### src/rtl/instr_decode_queue.sv
// -----------------------------------------------------------------------------
// instr_decode_queue
//
// Purpose:
//   Decodes a 32-bit RISC-V instruction word into its raw field slices, a
//   format class and a sign-extended immediate. The decoded result and the PC
//   are stored in a DEPTH-entry FIFO that sits between fetch and the
//   register-read/execute stage. Both sides use a valid/ready handshake.
//
// Parameters:
//   XLEN   data/PC width (32 or 64); immediates are sign-extended to XLEN
//   DEPTH  number of decoded-entry slots (power of two, >= 2)
//   CNT_W  width of the occupancy count
//
// Ports:
//   clk            rising-edge clock
//   rst            asynchronous reset, active-high
//   in_valid       instruction and PC valid
//   in_ready       queue can accept (count < DEPTH)
//   in_instr       raw instruction word
//   in_pc          instruction address
//   flush          synchronous queue clear, wins over push and pop
//   out_valid      head entry valid (count != 0)
//   out_ready      consumer takes the head entry
//   out_opcode     instr[6:0]
//   out_rd         instr[11:7]
//   out_funct3     instr[14:12]
//   out_rs1        instr[19:15]
//   out_rs2        instr[24:20]
//   out_funct7     instr[31:25]
//   out_imm        decoded immediate
//   out_fmt        R=0, I=1, S=2, B=3, U=4, J=5, ILL=7
//   out_pc         PC of the head entry
//   count          current occupancy
//   perf_accepted  (DECODE_PERF_EN only) pushes accepted, wraps at 2^32
//   perf_illegal   (DECODE_PERF_EN only) accepted pushes decoded as ILL
//
// Optional feature macro: DECODE_PERF_EN adds the two performance counters.
// All out_* data outputs read 0 while the queue is empty.
// -----------------------------------------------------------------------------
module instr_decode_queue #(
    parameter int unsigned XLEN  = 32,
    parameter int unsigned DEPTH = 4,
    parameter int unsigned CNT_W = $clog2(DEPTH) + 1
) (
    input  logic             clk,
    input  logic             rst,
    input  logic             in_valid,
    output logic             in_ready,
    input  logic [31:0]      in_instr,
    input  logic [XLEN-1:0]  in_pc,
    input  logic             flush,
    output logic             out_valid,
    input  logic             out_ready,
    output logic [6:0]       out_opcode,
    output logic [4:0]       out_rd,
    output logic [2:0]       out_funct3,
    output logic [4:0]       out_rs1,
    output logic [4:0]       out_rs2,
    output logic [6:0]       out_funct7,
    output logic [XLEN-1:0]  out_imm,
    output logic [2:0]       out_fmt,
    output logic [XLEN-1:0]  out_pc,
`ifdef DECODE_PERF_EN
    output logic [31:0]      perf_accepted,
    output logic [31:0]      perf_illegal,
`endif
    output logic [CNT_W-1:0] count
);

    localparam int unsigned PtrW = $clog2(DEPTH);
    localparam logic [CNT_W-1:0] DepthCnt = CNT_W'(DEPTH);

    // Format class encodings
    localparam logic [2:0] FmtR   = 3'd0;
    localparam logic [2:0] FmtI   = 3'd1;
    localparam logic [2:0] FmtS   = 3'd2;
    localparam logic [2:0] FmtB   = 3'd3;
    localparam logic [2:0] FmtU   = 3'd4;
    localparam logic [2:0] FmtJ   = 3'd5;
    localparam logic [2:0] FmtIll = 3'd7;

    // -------------------------------------------------------------------------
    // Combinational decode of the incoming word
    // -------------------------------------------------------------------------
    logic [2:0]      w_fmt;
    logic [31:0]     w_imm32;
    logic [XLEN-1:0] w_imm;
    logic [31:0]     w_fields;

    always_comb begin
        w_fmt = FmtIll;
        // Compressed / non-32-bit encodings are illegal here.
        if (in_instr[1:0] == 2'b11) begin
            case (in_instr[6:0])
                7'b0110011: w_fmt = FmtR;
                7'b0010011,
                7'b0000011,
                7'b1100111,
                7'b1110011: w_fmt = FmtI;
                7'b0100011: w_fmt = FmtS;
                7'b1100011: w_fmt = FmtB;
                7'b0110111,
                7'b0010111: w_fmt = FmtU;
                7'b1101111: w_fmt = FmtJ;
                default:    w_fmt = FmtIll;
            endcase
        end
    end

    always_comb begin
        w_imm32 = 32'd0;
        case (w_fmt)
            FmtI: w_imm32 = {{20{in_instr[31]}}, in_instr[31:20]};
            FmtS: w_imm32 = {{20{in_instr[31]}}, in_instr[31:25], in_instr[11:7]};
            FmtB: w_imm32 = {{19{in_instr[31]}}, in_instr[31], in_instr[7],
                             in_instr[30:25], in_instr[11:8], 1'b0};
            FmtU: w_imm32 = {in_instr[31:12], 12'd0};
            FmtJ: w_imm32 = {{11{in_instr[31]}}, in_instr[31], in_instr[19:12],
                             in_instr[20], in_instr[30:21], 1'b0};
            default: w_imm32 = 32'd0;
        endcase
    end

    // Sized cast of a signed value sign-extends when XLEN is 64.
    assign w_imm = XLEN'($signed(w_imm32));

    // The six field slices together cover every bit of the word.
    assign w_fields = {in_instr[31:25], in_instr[24:20], in_instr[19:15],
                       in_instr[14:12], in_instr[11:7], in_instr[6:0]};

    // -------------------------------------------------------------------------
    // FIFO control
    // -------------------------------------------------------------------------
    logic [PtrW-1:0]  r_wr_ptr;
    logic [PtrW-1:0]  r_rd_ptr;
    logic [CNT_W-1:0] r_count;
    logic [PtrW-1:0]  w_wr_ptr_nxt;
    logic [PtrW-1:0]  w_rd_ptr_nxt;
    logic [CNT_W-1:0] w_count_nxt;
    logic             w_push;
    logic             w_pop;
    logic             w_push_en;

    assign in_ready  = (r_count < DepthCnt);
    assign out_valid = (r_count != '0);
    assign count     = r_count;

    assign w_push    = in_valid & in_ready;
    assign w_pop     = out_valid & out_ready;
    // Flush discards any concurrent push, so it never reaches storage.
    assign w_push_en = w_push & ~flush;

    always_comb begin
        w_wr_ptr_nxt = r_wr_ptr;
        w_rd_ptr_nxt = r_rd_ptr;
        w_count_nxt  = r_count;
        if (flush) begin
            w_wr_ptr_nxt = '0;
            w_rd_ptr_nxt = '0;
            w_count_nxt  = '0;
        end else begin
            if (w_push) begin
                w_wr_ptr_nxt = r_wr_ptr + PtrW'(1);
            end
            if (w_pop) begin
                w_rd_ptr_nxt = r_rd_ptr + PtrW'(1);
            end
            case ({w_push, w_pop})
                2'b10:   w_count_nxt = r_count + CNT_W'(1);
                2'b01:   w_count_nxt = r_count - CNT_W'(1);
                default: w_count_nxt = r_count;
            endcase
        end
    end

    always_ff @(posedge clk or posedge rst) begin
        if (rst) begin
            r_wr_ptr <= '0;
            r_rd_ptr <= '0;
            r_count  <= '0;
        end else begin
            r_wr_ptr <= w_wr_ptr_nxt;
            r_rd_ptr <= w_rd_ptr_nxt;
            r_count  <= w_count_nxt;
        end
    end

    // -------------------------------------------------------------------------
    // Entry storage (no reset; contents are masked while empty)
    // -------------------------------------------------------------------------
    logic [31:0]     r_field_mem [DEPTH];
    logic [XLEN-1:0] r_imm_mem   [DEPTH];
    logic [XLEN-1:0] r_pc_mem    [DEPTH];
    logic [2:0]      r_fmt_mem   [DEPTH];

    always_ff @(posedge clk) begin
        if (w_push_en) begin
            r_field_mem[r_wr_ptr] <= w_fields;
            r_imm_mem[r_wr_ptr]   <= w_imm;
            r_pc_mem[r_wr_ptr]    <= in_pc;
            r_fmt_mem[r_wr_ptr]   <= w_fmt;
        end
    end

    // -------------------------------------------------------------------------
    // Head entry outputs
    // -------------------------------------------------------------------------
    logic [31:0] w_head_fields;

    always_comb begin
        w_head_fields = '0;
        out_imm       = '0;
        out_pc        = '0;
        out_fmt       = '0;
        if (out_valid) begin
            w_head_fields = r_field_mem[r_rd_ptr];
            out_imm       = r_imm_mem[r_rd_ptr];
            out_pc        = r_pc_mem[r_rd_ptr];
            out_fmt       = r_fmt_mem[r_rd_ptr];
        end
    end

    assign out_opcode = w_head_fields[6:0];
    assign out_rd     = w_head_fields[11:7];
    assign out_funct3 = w_head_fields[14:12];
    assign out_rs1    = w_head_fields[19:15];
    assign out_rs2    = w_head_fields[24:20];
    assign out_funct7 = w_head_fields[31:25];

`ifdef DECODE_PERF_EN
    // -------------------------------------------------------------------------
    // Performance counters: survive flush, cleared only by rst
    // -------------------------------------------------------------------------
    logic [31:0] r_perf_accepted;
    logic [31:0] r_perf_illegal;

    always_ff @(posedge clk or posedge rst) begin
        if (rst) begin
            r_perf_accepted <= '0;
            r_perf_illegal  <= '0;
        end else if (w_push_en) begin
            r_perf_accepted <= r_perf_accepted + 32'd1;
            if (w_fmt == FmtIll) begin
                r_perf_illegal <= r_perf_illegal + 32'd1;
            end
        end
    end

    assign perf_accepted = r_perf_accepted;
    assign perf_illegal  = r_perf_illegal;
`endif

endmodule

### config.mk
export PLATFORM = sky130hd
export DESIGN_NAME = instr_decode_queue
export DESIGN_NICKNAME = d
export VERILOG_FILES = /design/src/rtl/instr_decode_queue.sv
export SDC_FILE = /design/constraint.sdc
export NUM_CORES = 1
export LEC_CHECK = 0
export ABC_AREA = 1
export CAP_MARGIN = 0
export CORE_UTILIZATION = 60
export CTS_BUF_LIST = sky130_fd_sc_hd__clkbuf_4
export CTS_CLUSTER_DIAMETER = 50
export DETAILED_ROUTE_END_ITERATION = 7
export PLACE_DENSITY_LB_ADDON = 0.08
export SLEW_MARGIN = 20
export SYNTH_ARGS = -nofsm -noshare
export SYNTH_HDL_FRONTEND = slang
export SYNTH_SLANG_ARGS = --single-unit
export TNS_END_PERCENT = 1
### constraint.sdc
create_clock -name clk -period 8.35 [get_ports clk]
set_input_delay 1.67 -clock clk [delete_from_list [all_inputs] [get_ports clk]]
set_output_delay 1.67 -clock clk [all_outputs]
set_load 0.1 [all_outputs]
* After elaboration in Yosys (flattened, before gate mapping)
Memories as Yosys holds them, arrays and structs flattened.
Cells that the tools add are included.
** Operators by class
- Add/subtract/negate cells :: 4
- $lt $le $gt $ge :: 1
- Equality and inequality tests :: 18
- Muxes and demuxes :: 15
- Bitwise gates (word level) :: 4
- Reduce and logical (&&, ||, !) cells :: 6
** Operators by type and width (number)
- $pmux W32 S5 :: 1
- $mux W32 :: 3
- $eq A7 B7 Y1 const B :: 4
- $eq A7 B6 Y1 const B :: 3
- $pmux W3 S6 :: 1
- $eq A7 B5 Y1 const B :: 2
- $mux W3 :: 3
- $mux W2 :: 4
- $eq A7 B2 Y1 const B :: 1
- $eq A3 B2 Y1 const B :: 2
- $eq A3 B3 Y1 const B :: 2
- $pmux W3 S2 :: 1
- $reduce_bool A3 Y1 :: 2
- $add A2 B1 Y2 const B :: 2
- $eq A2 B2 Y1 const B :: 2
- $reduce_bool A2 Y1 :: 2
- $reduce_or A4 Y1 :: 1
- $add A3 B1 Y3 const B :: 1
- $and A1 B1 Y1 :: 3
- $eq A3 B1 Y1 const B :: 1
- $lt A3 B3 Y1 const B :: 1
- $sub A3 B1 Y3 const B :: 1
- $eq A2 B1 Y1 const B :: 1
- $mux W1 :: 2
- other kinds (2) :: 2
** Storage, ports and cells
- Register bits :: 7
- RAM bits :: 396
- Input bits :: 69
- Output and inout bits :: 104
- Logic and storage cells :: 55
- Memories kept :: 4
** Memory list
- r_field_mem :: words 4, width 32, read ports 1, clocked after Yosys merged registers in 0, wr ports 1, RTL line 192 : logic [31:0] r_field_mem [DEPTH];
- r_imm_mem :: words 4, width 32, read ports 1, clocked after Yosys merged registers in 0, wr ports 1, RTL line 193 : logic [XLEN-1:0] r_imm_mem [DEPTH];
- r_pc_mem :: words 4, width 32, read ports 1, clocked after Yosys merged registers in 0, wr ports 1, RTL line 194 : logic [XLEN-1:0] r_pc_mem [DEPTH];
- r_fmt_mem :: words 4, width 3, read ports 1, clocked after Yosys merged registers in 0, wr ports 1, RTL line 195 : logic [2:0] r_fmt_mem [DEPTH];

* Logic depth before layout (Yosys ltp)
Gate-level depths: netlist of the first run.
- Depth after elaboration :: 6
- Gate-level depth with buffers :: 10
- Mapped depth without buffers :: 10

* Least setup slack after synthesis of the first run
OpenSTA, ideal clock, no wires.
- Path kind :: in2reg
- Start :: input port in_valid
- End :: memory r_field_mem[0][0] (enable)
- Setup time :: 0.558 ns
- Arrival time :: 6.198 ns
- Data required time :: 7.792 ns
- Path slack :: 1.594 ns
- Cell stages on the path :: 4
- Path buffers :: 0
- Cells stage by stage :: inv_1 > nor2_1 > nand2_1 > nor2_1
** Between the ends
- Cells in the longest elaborated chain, start to end :: 4
** Ends and longest elaborated chain
- start: declaration :: RTL line 48 : input logic in_valid,
- $and A1 B1 Y1 :: RTL line 149 : assign w_push = in_valid & in_ready;
- $and A1 B1 Y1 :: RTL line 152 : assign w_push_en = w_push & ~flush;
- $mux W1 :: RTL line 198 : if (w_push_en) begin
- $mux W1 (implied by the code) :: RTL line 199 : r_field_mem[r_wr_ptr] <= w_fields;
- end: declaration :: RTL line 192
Every way passes these cells.

* Worst setup path after layout of the first run
- Start :: register r_rd_ptr[0]
- End :: output port out_imm[3]
** Between the ends
- Cells in the longest elaborated chain, start to end :: 2
** Ends and longest elaborated chain
- start: declaration :: RTL line 136 : logic [PtrW-1:0] r_rd_ptr;
- start signal: assignment :: RTL line 184 : r_rd_ptr <= w_rd_ptr_nxt;
- $mem_v2 Z4 W32
- $mux W32 :: RTL line 216 : if (out_valid) begin
- end: declaration :: RTL line 61 : output logic [XLEN-1:0] out_imm,
Every way passes these cells.

==> results of run 1 <==
-- critical path, stage by stage (launching register included) --
cell	delay (ns)
dfrtp_4	0.63
buf_4	0.68
buf_4	0.95
nor2_1	0.11
nor2_1	0.11
o21ai_0	0.10
a21oi_1	0.33
clkdlybuf4s50_1	1.20
-- final cells by class --
cell class | instances | share of cell area (%)
Antenna cell | 3 | 0.0381
Clock buffer | 140 | 5.34
Clock inverter | 26 | 0.712
Inverter | 41 | 0.832
Multi-Input combinational cell | 861 | 20.2
Sequential cell | 403 | 61.3
Tap cell | 341 | 2.17
Timing Repair Buffer | 185 | 9.43
-- power groups by stage --
stage,clock network [W],registers (W),logic [W]
2_1_floorplan,0,0.00242,0.00259
6_report,0.00153,0.00236,0.00338
5_1_grt,0.00167,0.00237,0.00353
3_5_place_dp,0,0.00240,0.00338
3_3_place_gp,0,0.00240,0.00337
4_1_cts,0.00157,0.00236,0.00340
-- synth_stat cells (2+ instances only) --
master / number / area [µm²]
nor2_1: 421 / 1580
edfxtp_1: 396 / 11900
a21oi_1: 109 / 546
o21ai_0: 106 / 531
o21ai_1: 102 / 510
nand2_1: 58 / 218
clkbuf_1: 33 / 124
inv_1: 32 / 120
buf_2: 25 / 125
nand3_2: 14 / 140
nand3_1: 12 / 60.1
buf_1: 11 / 41.3
nand2_2: 10 / 62.6
inv_2: 8 / 30.0
dfrtp_1: 7 / 175
buf_6: 6 / 67.6
buf_4: 5 / 37.5
nand3b_2: 5 / 56.3
a22oi_1: 4 / 30.0
ha_1: 4 / 50.1
nand2_4: 3 / 33.8
nor2_4: 2 / 22.5
nor3_1: 2 / 10.0
-- registers in the layout, summed over array words and instances, names as in the netlist --
register     count
r_field_mem    128
r_imm_mem      128
r_pc_mem       128
r_fmt_mem       12
count            3
r_rd_ptr         2
r_wr_ptr         2
-- logic make-up (layout without fill, tap and decap cells) --
kind of cell,Yosys count,after routing,synth area share (%)
compound gates,324,324,9.95
other cells,0,3,0
simple gates,531,531,13.4
flops,403,403,72.9
buf+inv,121,392,3.32
fa+ha+maj,5,5,0.423
xor+xnor,1,1,0.0529
-- stage by stage --
| stage | total power, W | hold slack, ns | cells | utilization (%) |
|---|---|---|---|---|
| after CTS | 0.00732 | 0.576 | 1997 | 72.8 |
| after global placement | 0.00577 | 0.532 | 1830 | 68.4 |
| after floorplan | 0.00501 | 0.492 | 1385 | - |
| after detailed placement | 0.00579 | 0.562 | 1831 | 68.4 |
| final | 0.00728 | 0.582 | 2000 | 72.9 |
| after global routing | 0.00756 | 0.605 | 1999 | 72.9 |
-- layer usage --
metal | routed length (µm) | part of all wire (%) | vias up | GRT usage (%)
li1 | - | - | 5313 | -
met4 | 1030 | 2.8 | 0 | 11.8
met1 | 15500 | 42 | 5354 | 35.8
met2 | 17900 | 48 | 454 | 44.1
met3 | 2740 | 7.4 | 71 | 5.05
met5 | 0 | 0 | - | 0
-- worst paths after layout --
kind | from | end | depth (start not counted)
setup / recovery | r_rd_ptr[0] | out_imm[3] | 7
hold / removal | r_wr_ptr[1] | r_wr_ptr[1] | 2
setup reg to reg | count[2] | r_field_mem[1][5] | 4
hold reg to reg | r_wr_ptr[1] | r_wr_ptr[1] | 2
max in group asynchronous | rst | r_rd_ptr[0] | 2
min in group asynchronous | rst | r_rd_ptr[1] | 2
==> impl_metrics.yaml, run 1 <==
grt:
  overflow: 0
  grt_antenna_before_repair: 3
  grt_pass1_vias: 11000
  grt_first_pass_wirelength_mm: 57.9
  grt_util_all_layers_pct: 27.0
  grt_max_degree: 154
floorplanning:
  num_rows: 60
  die_y_um: 168
  core_area_um2: 27000
  die_w_um: 168
  initial_core_util_pct: 61.3
  ioPinCount: 173
  dieArea_um2: 28300
detailed_routing:
  vias: 11200
  drtPass1Iterations: 6
  wl_per_cell_um: 18.6
  routed_wl_mm: 37.2
  initialDrtViolationCount: 805
  via_per_inst: 5.60
  drc: 0
  final_antenna_net_count: 0
power:
  pwr-share-seq_pct: 32.4
  swShare_pct: 48.2
  intPower_w: 0.00377
  leakagePower_nw: 7.07
  switchingPower_w: 0.00351
  p_comb_share_pct: 46.5
  vdd_drop_max_mv: 0.430
  power.share.clock_pct: 21.1
  p_per_area_nw_per_um2: 369
clocking:
  clkTransAtPathRegs_ns: 0.06
  cts_sinks: 403
  cts_setup_buffers: 0
  numCtsBuffers: 94
  clkLatencyLatePin_ns: 0.71
  root_buffer: "clkbuf_4"
  postCtsHoldBufs: 0
  cts_tree: "built"
  htree_levels: 3
  cts_resized: 0
  clockBufferDepth: 3
final_layout:
  area_growth_pct: 18.9
  mostFrequentLayoutCells: "nor2_1, edfxtp_1, clkdlybuf4s50_1"
  regArea_um2: 12100
  stdcell_area_um2: 19700
  fin_nets: 1660
  layout_commonest_cell: "nor2_1"
  drive_above_1_share_pct: 13.0
  multiInputGateArea_um2: 3980
  fillers: 1898
placement:
  dp_hpwl_mm: 20.4
  routabilityCongestion: 0.782
  portBuffers: 172
  dpl_cell_area_um2: 18500
  place_ws_ns: 2.53
timing:
  max_freq_mhz: 152
  finClkSkew_ns: 0.0422
  setup_violations: 0
  finalSetupTns_ns: 0
  fin_crit_sh_pct: 78.6
  period_needed_ns: 6.56
  slew_viol_final: 0
  worst_slew_pin_slew_ns: 1.09
  hold_viol_final: 0
  slew_headroom_pct: 27.0
  worst_slack_ns: 1.79
  rsz0062_at_grt: "false"
synthesis:
  synth-edff-count: 396
  ys_ff_latch: 403
  synth_area_um2: 16600
  postSynth.asyncResetShare_pct: 1.74
  synth.net_count: 1459
  ys.flop_type: "edfxtp_1"
  synth-seq-area-share_pct: 72.9
  synth_cell_types: 33
  syn_area_per_cell_um2: 12.0
  ys_warn_count: 0
  syn_inst: 1385
critical_path:
  critPathLaunchType: "flip-flop"
  worstPathArrival_ns: 4.89
  r2r_slack_ns: 5.56
  cp-end-kind: "output port"
  crit_fanout: 99
  required_ns: 6.68
  crit_type: "flip-flop to output port"
flow_run:
  drv_cap: 0
worst_hold_path:
  hp-class: "flip-flop to flip-flop"
run_status:
  status: "finished, final reports clean"
No activity file was read; power rests on OpenSTA's default activity.
==> inputs of run 2 (changes only) <==
- CORE_UTILIZATION: 60 -> 59
- clock period: 8.35 -> 6.85 ns (I/O delays scaled with it)
==> run 2 against run 1 <==
  * Clock power increased by 24%
  * Global-route usage about the same
  * Clock skew decreased by 0.018 ns
  * Largest power group unchanged
  * Die area increased by 1.7%
  * Routed wire length increased by 2.1%
  * Sequential power increased by 22%
  * First-iteration DRC count increased by 20%
  * Final cell count increased by 1.6%
  * Cell area increased by 0.41%
  * Count of clock-buffer cells in the layout increased by 6
  * Critical endpoint is now out_imm[11]
  * Register-to-register slack got worse by 1.4 ns
  * Setup slack got worse by 0.57 ns
==> impl_metrics.yaml, run 2 (synthesized netlist as in run 1, its figures left out) <==
run_status:
  status: "finished, final reports clean"
power:
  leakagePower_nw: 7.10
  vdd_drop_max_mv: 0.552
  p_per_area_nw_per_um2: 451
clocking:
  cts_sinks: 403
  cts_setup_buffers: 0
  clkTransAtPathRegs_ns: 0.06
  clkLatencyLatePin_ns: 0.73
  htree_levels: 3
  cts_tree: "built"
  cts_resized: 0
  clockBufferDepth: 3
  postCtsHoldBufs: 0
  root_buffer: "clkbuf_4"
  numCtsBuffers: 98
detailed_routing:
  wl_per_cell_um: 18.7
  drc: 0
  drtPass1Iterations: 5
  final_antenna_net_count: 0
  vias: 11300
  via_per_inst: 5.54
  initialDrtViolationCount: 967
  routed_wl_mm: 38.0
final_layout:
  reg.largest.list: "r_field_mem (128), r_imm_mem (128), r_pc_mem (128)"
  fillers: 1881
  stdcell_count: 2031
  multiInputGateArea_um2: 3980
  mostFrequentLayoutCells: "nor2_1, edfxtp_1, clkdlybuf4s50_1"
  fin_nets: 1666
  layout_commonest_cell: "nor2_1"
  area_growth_pct: 19.4
  drive_above_1_share_pct: 13.3
  regArea_um2: 12100
placement:
  portBuffers: 172
  routabilityCongestion: 0.765
  dp_hpwl_mm: 20.9
  dp_cells: 1863
critical_path:
  critPathLaunchType: "flip-flop"
  crit_fanout: 117
  crit_type: "flip-flop to output port"
  reg2regPathDepth: 4
  critPathLaunch: "r_rd_ptr[0]"
  r2r_end: "r_imm_mem[2][28]"
  r2r_slack_ns: 4.19
  worstPathArrival_ns: 4.26
  crit_chain: "inv_6, buf_4, o21ai_0, a21oi_1, clkdlybuf4s50_1"
  cp-end-kind: "output port"
  r2r-start: "count[2]"
  required_ns: 5.48
  max_stage_delay_ns: 1.19
  cp_slowest_cell: "clkdlybuf4s50_1"
floorplanning:
  num_rows: 60
  ioPinCount: 173
  initial_core_util_pct: 60.8
  dieArea_um2: 28700
  core_area_um2: 27300
  die_w_um: 170
  die_y_um: 170
worst_hold_path:
  hp-class: "flip-flop to flip-flop"
  holdPathStages: 2
  min_to: "count[1]"
  min_from: "count[1]"
flow_run:
  drv_cap: 0
timing:
  finalSetupTns_ns: 0
  max_freq_mhz: 178
  rsz0062_at_grt: "false"
  period_needed_ns: 5.63
  fin_crit_sh_pct: 82.2
  worst_slew_pin_slew_ns: 1.05
  setup_violations: 0
  hold_viol_final: 0
  slew_headroom_pct: 29.7
  finClkSkew_ns: 0.0243
  slew_viol_final: 0
grt:
  grt_first_pass_wirelength_mm: 58.7
  grt_antenna_before_repair: 3
  grt_max_degree: 118
  overflow: 0
  grt_pass1_vias: 11100
  grt_util_all_layers_pct: 27.0
==> run 2: how the worst max path moves through the flow <==
stage                     cells after the start                end
after floorplan                               4  r_field_mem[0][0]
after global placement                        5         out_imm[2]
after detailed placement                      5        out_imm[11]
after CTS                                     5         out_imm[2]
after global routing                          6      out_opcode[6]
final                                         5        out_imm[11]
==> run 2: power by group <==
| part | internal, W | switching (W) |
|---|---|---|
| Combinational | 0.000813 | 0.00333 |
| Clock | 0.00100 | 0.000893 |
| Sequential | 0.00282 | 0.0000606 |
==> run 2: per-stage QoR <==
stage / total power (W) / cell area, µm² / worst slack, ns / utilization (%) / hold WS [ns]
5_1_grt: 0.00925 / 19800 / 1.02 / 72.5 / 0.616
3_3_place_gp: 0.00705 / 18500 / 2.01 / 68.0 / 0.523
6_report: 0.00892 / 19800 / 1.22 / 72.6 / 0.576
2_1_floorplan: 0.00611 / 16600 / 0.394 / - / 0.492
3_5_place_dp: 0.00707 / 18500 / 2.02 / 68.0 / 0.554
4_1_cts: 0.00896 / 19700 / 1.24 / 72.4 / 0.569
==> run 2: critical path, delay by kind of cell (launching register included) <==
kind                   cells  cell delay (ns)
AOI/OAI and AO/OA          2             0.45
DFF                        1             0.66
buffers and inverters      3             2.32
==> run 2: final cells by class <==
type | count | share of cell area [%]
well taps | 372 | 2.35
diodes | 3 | 0.0380
inverters | 41 | 0.829
repair buffers | 187 | 9.50
flip-flops and latches | 403 | 61.1
clock inverters | 18 | 0.576
multi-input cells | 861 | 20.1
clock buffers | 146 | 5.54
==> run 2: routing by layer <==
layer / vias up / GRT usage, % / part of all wire [%]
met4: 2 / 11.5 / 2.3
met2: 465 / 42.9 / 48
li1: 5333 / - / -
met1: 5381 / 36.2 / 42
met5: - / 0 / 0.050
met3: 72 / 5.92 / 7.3
==> inputs of run 3 (changes only) <==
- CORE_UTILIZATION: 59 -> 53
- clock period: 6.85 -> 4.6 ns (I/O delays scaled with it)
==> run 3 against run 2 <==
  * Clock power up 56%
  * Global-route usage down 2.2 points
  * Sequential power up 49%
  * Combinational power up 48%
  * Register-to-register slack worse by 2.0 ns
  * Total power up 50%
  * Clock skew up 0.012 ns
  * Setup slack worse by 0.68 ns
  * Critical path type unchanged
  * Largest cell class unchanged
==> impl_metrics.yaml, run 3 (synthesized netlist as in run 1, its figures left out) <==
timing:
  fin_hold_ws_ns: 0.444
  slew_viol_final: 0
  setup_violations: 0
  fin_crit_sh_pct: 88.3
  worst_slew_pin_slew_ns: 1.04
  finClkSkew_ns: 0.0366
  hold_viol_final: 0
  slew_headroom_pct: 30.9
  period_needed_ns: 4.06
  rsz0062_at_grt: "false"
  max_freq_mhz: 246
placement:
  portBuffers: 172
  dpl_cell_area_um2: 18500
  routabilityCongestion: 0.770
  dp_hpwl_mm: 21.8
floorplanning:
  dieArea_um2: 32000
  initial_core_util_pct: 54.0
  die_y_um: 179
  die_w_um: 179
  num_rows: 64
  core_area_um2: 30700
  ioPinCount: 173
power:
  p_per_area_nw_per_um2: 676
  power.share.clock_pct: 22.1
  intPower_w: 0.00690
  swShare_pct: 48.4
  switchingPower_w: 0.00648
  vdd_drop_max_mv: 0.686
  p_comb_share_pct: 45.9
  leakagePower_nw: 7.39
  pwr-share-seq_pct: 32.0
clocking:
  cts_tree: "built"
  htree_levels: 3
  numCtsBuffers: 104
  cts_setup_buffers: 0
  cts_resized: 0
  postCtsHoldBufs: 0
  root_buffer: "clkbuf_4"
  clockBufferDepth: 3
  clkTransAtPathRegs_ns: 0.06
  cts_sinks: 403
  clkLatencyLatePin_ns: 0.72
grt:
  grt_antenna_before_repair: 1
  grt_util_all_layers_pct: 24.8
  overflow: 0
  grt_pass1_vias: 10800
  grt_max_degree: 169
  grt_first_pass_wirelength_mm: 59.7
run_status:
  status: "finished, final reports clean"
critical_path:
  crit_chain: "inv_6, buf_4, o21ai_0, a21oi_1, buf_4"
  critPathLaunchType: "flip-flop"
  crit_path_frequent_cell: "buf_4"
  required_ns: 3.68
  max_stage_delay_ns: 0.65
  r2r_slack_ns: 2.17
  cp_slowest_cell: "dfrtp_4"
  crit_fanout: 95
  worstPathBufferInverterCount: 3
  worstPathArrival_ns: 3.14
  cp-end-kind: "output port"
  crit_family: "buffers and inverters"
  crit_type: "flip-flop to output port"
detailed_routing:
  routed_wl_mm: 39.1
  drc: 0
  initialDrtViolationCount: 877
  final_antenna_net_count: 0
  drtPass1Iterations: 5
  via_per_inst: 5.42
  wl_per_cell_um: 18.8
  vias: 11300
final_layout:
  drive_above_1_share_pct: 20.2
  stdcell_area_um2: 19800
  fin_nets: 1681
  mostFrequentLayoutCells: "nor2_1, edfxtp_1, clkbuf_4"
  final_util_pct: 64.6
  layout_commonest_cell: "nor2_1"
  area_growth_pct: 19.5
  reg.largest.list: "r_field_mem (128), r_imm_mem (128), r_pc_mem (128)"
flow_run:
  drv_cap: 0
worst_hold_path:
  hp-class: "primary input to asynchronous set/reset pin"
-- run 3: final timing paths --
| kind | start | to | cells after the start |
|---|---|---|---|
| worst max-delay path | r_rd_ptr[0] | out_rs2[4] | 5 |
| worst min-delay path | rst | count[2] | 2 |
| worst max register to register | count[2] | r_field_mem[0][0] | 4 |
| worst min register to register | r_wr_ptr[1] | r_wr_ptr[1] | 2 |
| max in group asynchronous | rst | r_rd_ptr[0] | 2 |
| min in group clk | r_wr_ptr[1] | r_wr_ptr[1] | 2 |
-- run 3: layout make-up --
cell class	instances	area [µm²]
Sequential cell	403	12100
Inverter	41	164
Fill cell	2400	10900
Multi-Input combinational cell	861	3980
Timing Repair Buffer	196	1780
Clock buffer	160	1200
Clock inverter	23	106
Antenna cell	1	2.50
Tap cell	396	495
-- run 3: stage by stage --
stage	setup WS, ns	TNS, ns	power [W]	std cells
after floorplan	-1.41	-572.11	0.00909	1385
after global placement	1.22	0	0.0105	1897
after detailed placement	1.24	0	0.0105	1897
after CTS	0.450	0	0.0135	2080
after global routing	0.328	0	0.0139	2081
final	0.537	0	0.0134	2081
-- run 3: worst register-to-register path, stage by stage (launching register included) --
cell and delay, ns:
dfrtp_1 0.40, nor2_1 0.30, nand2_1 0.34, nor2_4 0.67
buf_4 0.38
-- run 3: layer usage --
layer	up-vias	wire length (µm)	track usage (%)
li1	5380	-	-
met1	5397	16800	33.3
met2	415	18800	40.1
met3	79	2430	4.41
met4	0	1060	10.6
met5	-	0	0
-- run 3: power by group through the flow --
stage,registers (W),logic [W],clock network [W]
floorplan,0.00439,0.00470,0
global placement,0.00435,0.00614,0
detailed placement,0.00436,0.00616,0
CTS,0.00428,0.00618,0.00305
global route,0.00429,0.00642,0.00323
finish,0.00428,0.00614,0.00296
